### src/rtl/block_spawner.sv
// block_spawner
// Streams beatmap entries out of a BRAM (two-cycle read latency) and keeps a
// fixed pool of active block slots for the block_positions stage. An entry is
// placed in a slot once its hit time is within LOOKAHEAD of the game time.
// A slot is freed LINGER time units after its hit time, or as soon as a saber
// strikes it.
//
// Ports:
//   clk_in, rst_in        clock, synchronous active-high reset
//   start_in              one-cycle pulse, starts playback at address 0 (IDLE only)
//   curr_time_in          game time, monotonic non-decreasing
//   hit_valid_in/hit_slot_in  saber hit on a slot
//   map_addr_out          BRAM read address
//   map_data_in           BRAM data {x[45:34], y[33:22], time[21:4], color[3], dir[2:0]}
//   block_*_out           per-slot block attributes and occupancy
//   dropped_count_out     stale entries skipped (saturating)
//   map_done_out          end-of-map sentinel reached and every slot is empty
module block_spawner #(
  parameter int NUM_SLOTS  = 12,
  parameter int ADDR_WIDTH = 10,
  parameter int LOOKAHEAD  = 100,
  parameter int LINGER     = 20
) (
  input  logic                        clk_in,
  input  logic                        rst_in,
  input  logic                        start_in,
  input  logic [17:0]                 curr_time_in,
  input  logic                        hit_valid_in,
  input  logic [3:0]                  hit_slot_in,
  output logic [ADDR_WIDTH-1:0]       map_addr_out,
  input  logic [45:0]                 map_data_in,
  output logic [NUM_SLOTS-1:0][11:0]  block_x_out,
  output logic [NUM_SLOTS-1:0][11:0]  block_y_out,
  output logic [NUM_SLOTS-1:0][17:0]  block_time_out,
  output logic [NUM_SLOTS-1:0]        block_color_out,
  output logic [NUM_SLOTS-1:0][2:0]   block_direction_out,
  output logic [NUM_SLOTS-1:0]        block_visible_out,
  output logic [7:0]                  dropped_count_out,
  output logic                        map_done_out
);

  localparam int SLOT_W = (NUM_SLOTS > 1) ? $clog2(NUM_SLOTS) : 1;

  localparam logic [2:0] IDLE  = 3'd0;
  localparam logic [2:0] FETCH = 3'd1;
  localparam logic [2:0] WAIT1 = 3'd2;
  localparam logic [2:0] WAIT2 = 3'd3;
  localparam logic [2:0] HOLD  = 3'd4;
  localparam logic [2:0] END   = 3'd5;

  localparam logic [17:0] SENTINEL_TIME = 18'h3FFFF;

  logic [2:0]  state;
  logic [45:0] pending;

  // All time comparisons are done one bit wider so the +LINGER / +LOOKAHEAD
  // sums cannot wrap near the top of the 18-bit time range.
  logic [18:0] curr_ext;
  logic [18:0] data_expire_time;
  logic        data_stale;
  logic        data_sentinel;
  logic        spawn_due;

  assign curr_ext         = {1'b0, curr_time_in};
  assign data_expire_time = {1'b0, map_data_in[21:4]} + 19'(LINGER);
  assign data_stale       = curr_ext > data_expire_time;
  assign data_sentinel    = (map_data_in[21:4] == SENTINEL_TIME);
  assign spawn_due        = (curr_ext + 19'(LOOKAHEAD)) >= {1'b0, pending[21:4]};

  // Lowest-index free slot, taken from the registered visible vector so a
  // slot retired this cycle is only reused on the following cycle.
  logic              free_found;
  logic [SLOT_W-1:0] free_idx;

  always_comb begin
    free_found = 1'b0;
    free_idx   = '0;
    for (int i = NUM_SLOTS - 1; i >= 0; i--) begin
      if (!block_visible_out[i]) begin
        free_found = 1'b1;
        free_idx   = SLOT_W'(i);
      end
    end
  end

  logic do_insert;
  assign do_insert = (state == HOLD) && spawn_due && free_found;

  // Retire and insert merged into the next visible vector. The insert target
  // is already invisible, so setting it cannot collide with a retire.
  logic [NUM_SLOTS-1:0] visible_next;

  always_comb begin
    visible_next = block_visible_out;
    for (int i = 0; i < NUM_SLOTS; i++) begin
      if (curr_ext > ({1'b0, block_time_out[i]} + 19'(LINGER))) begin
        visible_next[i] = 1'b0;
      end
      if (hit_valid_in && (int'(hit_slot_in) == i)) begin
        visible_next[i] = 1'b0;
      end
    end
    if (do_insert) begin
      visible_next[free_idx] = 1'b1;
    end
  end

  assign map_done_out = (state == END) && (block_visible_out == '0);

  always_ff @(posedge clk_in) begin
    if (rst_in) begin
      state               <= IDLE;
      pending             <= '0;
      map_addr_out        <= '0;
      block_x_out         <= '0;
      block_y_out         <= '0;
      block_time_out      <= '0;
      block_color_out     <= '0;
      block_direction_out <= '0;
      block_visible_out   <= '0;
      dropped_count_out   <= '0;
    end else begin
      block_visible_out <= visible_next;

      if (do_insert) begin
        block_x_out[free_idx]         <= pending[45:34];
        block_y_out[free_idx]         <= pending[33:22];
        block_time_out[free_idx]      <= pending[21:4];
        block_color_out[free_idx]     <= pending[3];
        block_direction_out[free_idx] <= pending[2:0];
      end

      case (state)
        IDLE: begin
          if (start_in) begin
            map_addr_out <= '0;
            state        <= FETCH;
          end
        end
        FETCH: state <= WAIT1;
        WAIT1: state <= WAIT2;
        WAIT2: begin
          pending <= map_data_in;
          if (data_sentinel) begin
            state <= END;
          end else if (data_stale) begin
            if (dropped_count_out != 8'hFF) begin
              dropped_count_out <= dropped_count_out + 8'd1;
            end
            map_addr_out <= map_addr_out + 1'b1;
            state        <= FETCH;
          end else begin
            state <= HOLD;
          end
        end
        HOLD: begin
          if (do_insert) begin
            map_addr_out <= map_addr_out + 1'b1;
            state        <= FETCH;
          end
        end
        END:     state <= END;
        default: state <= IDLE;
      endcase
    end
  end

endmodule

### config.mk
export PLATFORM = sky130hd
export DESIGN_NAME = block_spawner
export DESIGN_NICKNAME = d
export VERILOG_FILES = /design/src/rtl/block_spawner.sv
export SDC_FILE = /design/constraint.sdc
export NUM_CORES = 2
export LEC_CHECK = 0
export BUFFER_PORTS_ARGS = -buffer_cell sky130_fd_sc_hd__buf_2
export CAP_MARGIN = 20
export CELL_PAD_IN_SITES_DETAIL_PLACEMENT = 1
export CELL_PAD_IN_SITES_GLOBAL_PLACEMENT = 1
export CORE_MARGIN = 3
export CORE_UTILIZATION = 39
export CTS_BUF_LIST = sky130_fd_sc_hd__clkbuf_4
export DETAILED_ROUTE_END_ITERATION = 16
export MAX_ROUTING_LAYER = met4
export PLACE_DENSITY = 0.91
export SLEW_MARGIN = 10
export SYNTH_ARGS = -nofsm -noshare
export SYNTH_HDL_FRONTEND = slang
export SYNTH_SLANG_ARGS = --single-unit
### constraint.sdc
create_clock -name clk_in -period 3.75 [get_ports clk_in]
set_clock_uncertainty 0.15 [all_clocks]
set_input_delay 0.75 -clock clk_in [delete_from_list [all_inputs] [get_ports clk_in]]
set_output_delay 0.75 -clock clk_in [all_outputs]
set_load 0.03 [all_outputs]
==> results.md <==
- Syn-to-layout area delta: 25.2%
- Gate Count Post-Synth: 3681
- Max Root-Sink Buffers: 3
- GRT overflow: 0
- Worst Path Arrival: 4.40 ns
- Power density over the cells: 365 mW/mm2
- Flop pwr share: 46.3%
- Synth top area cells: dfxtp_1 39%, mux2i_1 12%, ha_1 10%
- Worst VDD drop: 0.000369 V
- Post-CTS setup buffer count: 0
- Vias in the first global route: 36100
- Setup crit end kind: register
- WS Path Type: reg -> reg
- Final worst-path cycle share: between 90% and 100%
- Lkg Pwr: roughly 0.019 uW
- DRT antenna net count: 0
- Reg clk slew, reported paths: roughly 0.070 ns
- Htree depth: 4
- Critical Path Max Stage Delay: 0.50 ns
- Worst hold slack: 0.0827 ns
- Final setup violation count: 0
- Slew Viols, Final: 0
- Via count: ~34000
- Root Buffer: clkbuf_4
- TritonRoute pass-1 iters: 6
- Final Hold Vio Count: 0
- Clock Latency Late Sink: 1.14 ns
- Ys flop type: dfxtp_1
- DR WL/cell: 28.6 um
- Share of the yosys chip area belonging to registers: 39.2%
- Drc violations: 0
- Unrepaired setup endpoints after global routing: no
- Minimum clock period: 3.56 ns
- Die X: 293 um
- Core Area: a little over 0.08 mm2
- I/O Pins: 655
- Largest net degree at the start of global routing: about 180
- Switching power total: 4390 uW
- CTS tree: done
- Library cells used by synthesis: 73
- First-pass GRT wire length: 237 mm
- Worst path cell trace: ha_1, o2111ai_1, nor2_1, nand3_1, xor2_1, ha_1, nand4_1, nor4_1, mux2i_1, o21a_1, a21oi_1, a21bo_2, a21oi_1
- Layout cells sized above 1: roughly a quarter
- I/O Buffers: 654
- Area of the multi-input gates: between 0.015 and 0.02 mm2
- Bufs and invs on worst path: 0
- Die Height: about 290 um
- Synthesized flop and latch total: around 630
- Count leader, synth: nand2_1
- Tot Pwr: 14700 uW
- Synth top area share: 39.2%
- Routability congestion estimate: 0.925
- CP max FO: 4
- Final net count: 4851
- Synth warnings: 0
- Clk sinks: ~630
- Worst Tran Pin Value: 1.17 ns
- DP Cell Count: 5333
- # Max-Cap Violations: 0
- Part of the power in combinational logic: just over 8%
- Worst Setup Start Kind: register
- WP data required: between 4 and 5 ns
- Seq. cell area: 0.0126 mm2
- Hold Path Class: in -> reg
- GRT Util Overall: a little under two fifths
- Routed WL: 163 mm
- Internal power: 10400 uW
- Highest Clock Rate: 281 MHz
- Die footprint: 0.0861 mm2
- Detailed-route vias per instance: 5.89
- Sw Share: between 20 and 30%
- Async SR Flop Fraction: 0%
- FP Rows: between 100 and 150
- CP delay by family, top: simple AND/OR/NAND/NOR gates
- Initial core utilization: 39.7%
- Inserted Clock Buffers: approximately 170
- Layout fillers: 9700
- Initial antenna violation count: 14
- Synthesized netlist net count: 4021
- Syn Area/Cell: ~8.8 um2
- Status: finished, final reports clean
- Number of enable flip-flop cells after synthesis: 0
- Clock power share: 45.4%
- Non-filler cells, final: 5717
- Slowest-stage cell, CP: nor4_1
- DRT iter0 DRCs: between 2000 and 2500
- Mapped Area: about 0.032 mm2
- Synth top cells by count: 718 x nand2_1, 631 x dfxtp_1, 400 x mux2i_1, 329 x nor2_1, 293 x a21oi_1
- Relative slew slack: 21.6%
- Post-synth top area cell: dfxtp_1
- Post-DP HPWL: 109 mm
tightest hold or removal path: cells and delay by family:
family / cells / cell delay, ns
AOI/OAI and AO/OA: 2 / 0.34
buffers and inverters: 1 / 0.15
power by group through the flow:
stage,Clock (uW),Sequential [uW],Combinational [uW]
3_3_place_gp,0,6970,1080
2_1_floorplan,0,6920,598
5_1_grt,7100,6820,1310
4_1_cts,6630,6820,1200
6_report,6700,6820,1230
3_5_place_dp,0,6970,1130
what timing repair did:
action / CTS / global route
hold endpoints to repair: 72 / 0
hold buffers: 65 / 0
gates resized for setup: 0 / 2
endpoints found under the setup margin: 0 / 2
path summary, 6_finish.rpt:
check                           slack [ns]                     from  cells past startpoint                      end
worst max register to register        0.19      block_time_out[165]                     13     block_visible_out[9]
worst min-delay path                  0.08           hit_slot_in[1]                      3     block_visible_out[0]
worst min register to register        0.30  block_direction_out[20]                      2  block_direction_out[20]
worst max-delay path                  0.19      block_time_out[165]                     13     block_visible_out[9]
per-layer routing:
layer | part of all wire [%] | vias up | global-route usage (%)
li1 | - | 14400 | -
met1 | 36 | 16500 | 39.5
met2 | 45 | 1936 | 59.3
met3 | 9.8 | 837 | 12.2
met4 | 9.2 | 0 | 29.5
met5 | 0 | - | -
placed cells by master, fill, tap and decap left out, types with 28 or more instances in the layout:
cell / Yosys / layout
nand2_1: 718 / 718
buf_2: 31 / 653
dfxtp_1: 631 / 631
mux2i_1: 400 / 399
nor2_1: 329 / 328
a21oi_1: 293 / 293
ha_1: 268 / 268
clkbuf_4: 0 / 248
xor2_1: 123 / 123
buf_4: 26 / 108
xnor2_1: 79 / 79
nand4_1: 78 / 78
nand3_1: 75 / 72
inv_1: 70 / 70
dlygate4sd3_1: 0 / 65
o21ai_0: 64 / 64
a21o_1: 57 / 57
buf_12: 0 / 40
and3_1: 38 / 37
clkinv_1: 1 / 36
nand2b_1: 28 / 28
area by class of cell:
| cell class | instances | area share, % |
|---|---|---|
| Multi-Input combinational cell | 2768 | 45.5 |
| Sequential cell | 631 | 31.3 |
| Timing Repair Buffer | 867 | 13.7 |
| Clock buffer | 248 | 4.61 |
| Tap cell | 1060 | 3.29 |
| Clock inverter | 55 | 0.794 |
| Inverter | 72 | 0.682 |
| Antenna cell | 16 | 0.0992 |
through the flow:
stage               area, um2  util, %  setup slack [ns]  TNS (ns)
floorplan               32200        -            0.0284         0
global placement        37500     46.1            -0.664   -308.68
detailed placement      37500     46.1            -0.760   -339.62
CTS                     40300     49.6             0.235         0
global route            40300     49.7            0.0417         0
finish                  40400     49.7             0.186         0
state kept, by name (all words and copies together), names as in the netlist:
| signal | flops |
|---|---|
| block_time_out | 216 |
| block_x_out | 144 |
| block_y_out | 144 |
| pending | 46 |
| block_direction_out | 36 |
| block_color_out | 12 |
| block_visible_out | 12 |
| map_addr_out | 10 |
| dropped_count_out | 8 |
| state | 3 |
logic make-up (layout without fill, tap and decap cells):
group	Yosys count	after routing	share of synthesized area (%)
compound gates	530	530	9.97
xor+xnor	202	202	5.49
fa+ha+maj	268	268	10.4
buf+inv	282	1242	4.08
flops	631	631	39.2
mux	402	402	12.5
other cells	0	16	0
simple gates	1366	1366	18.4
Power figures use the tool's default switching activity.
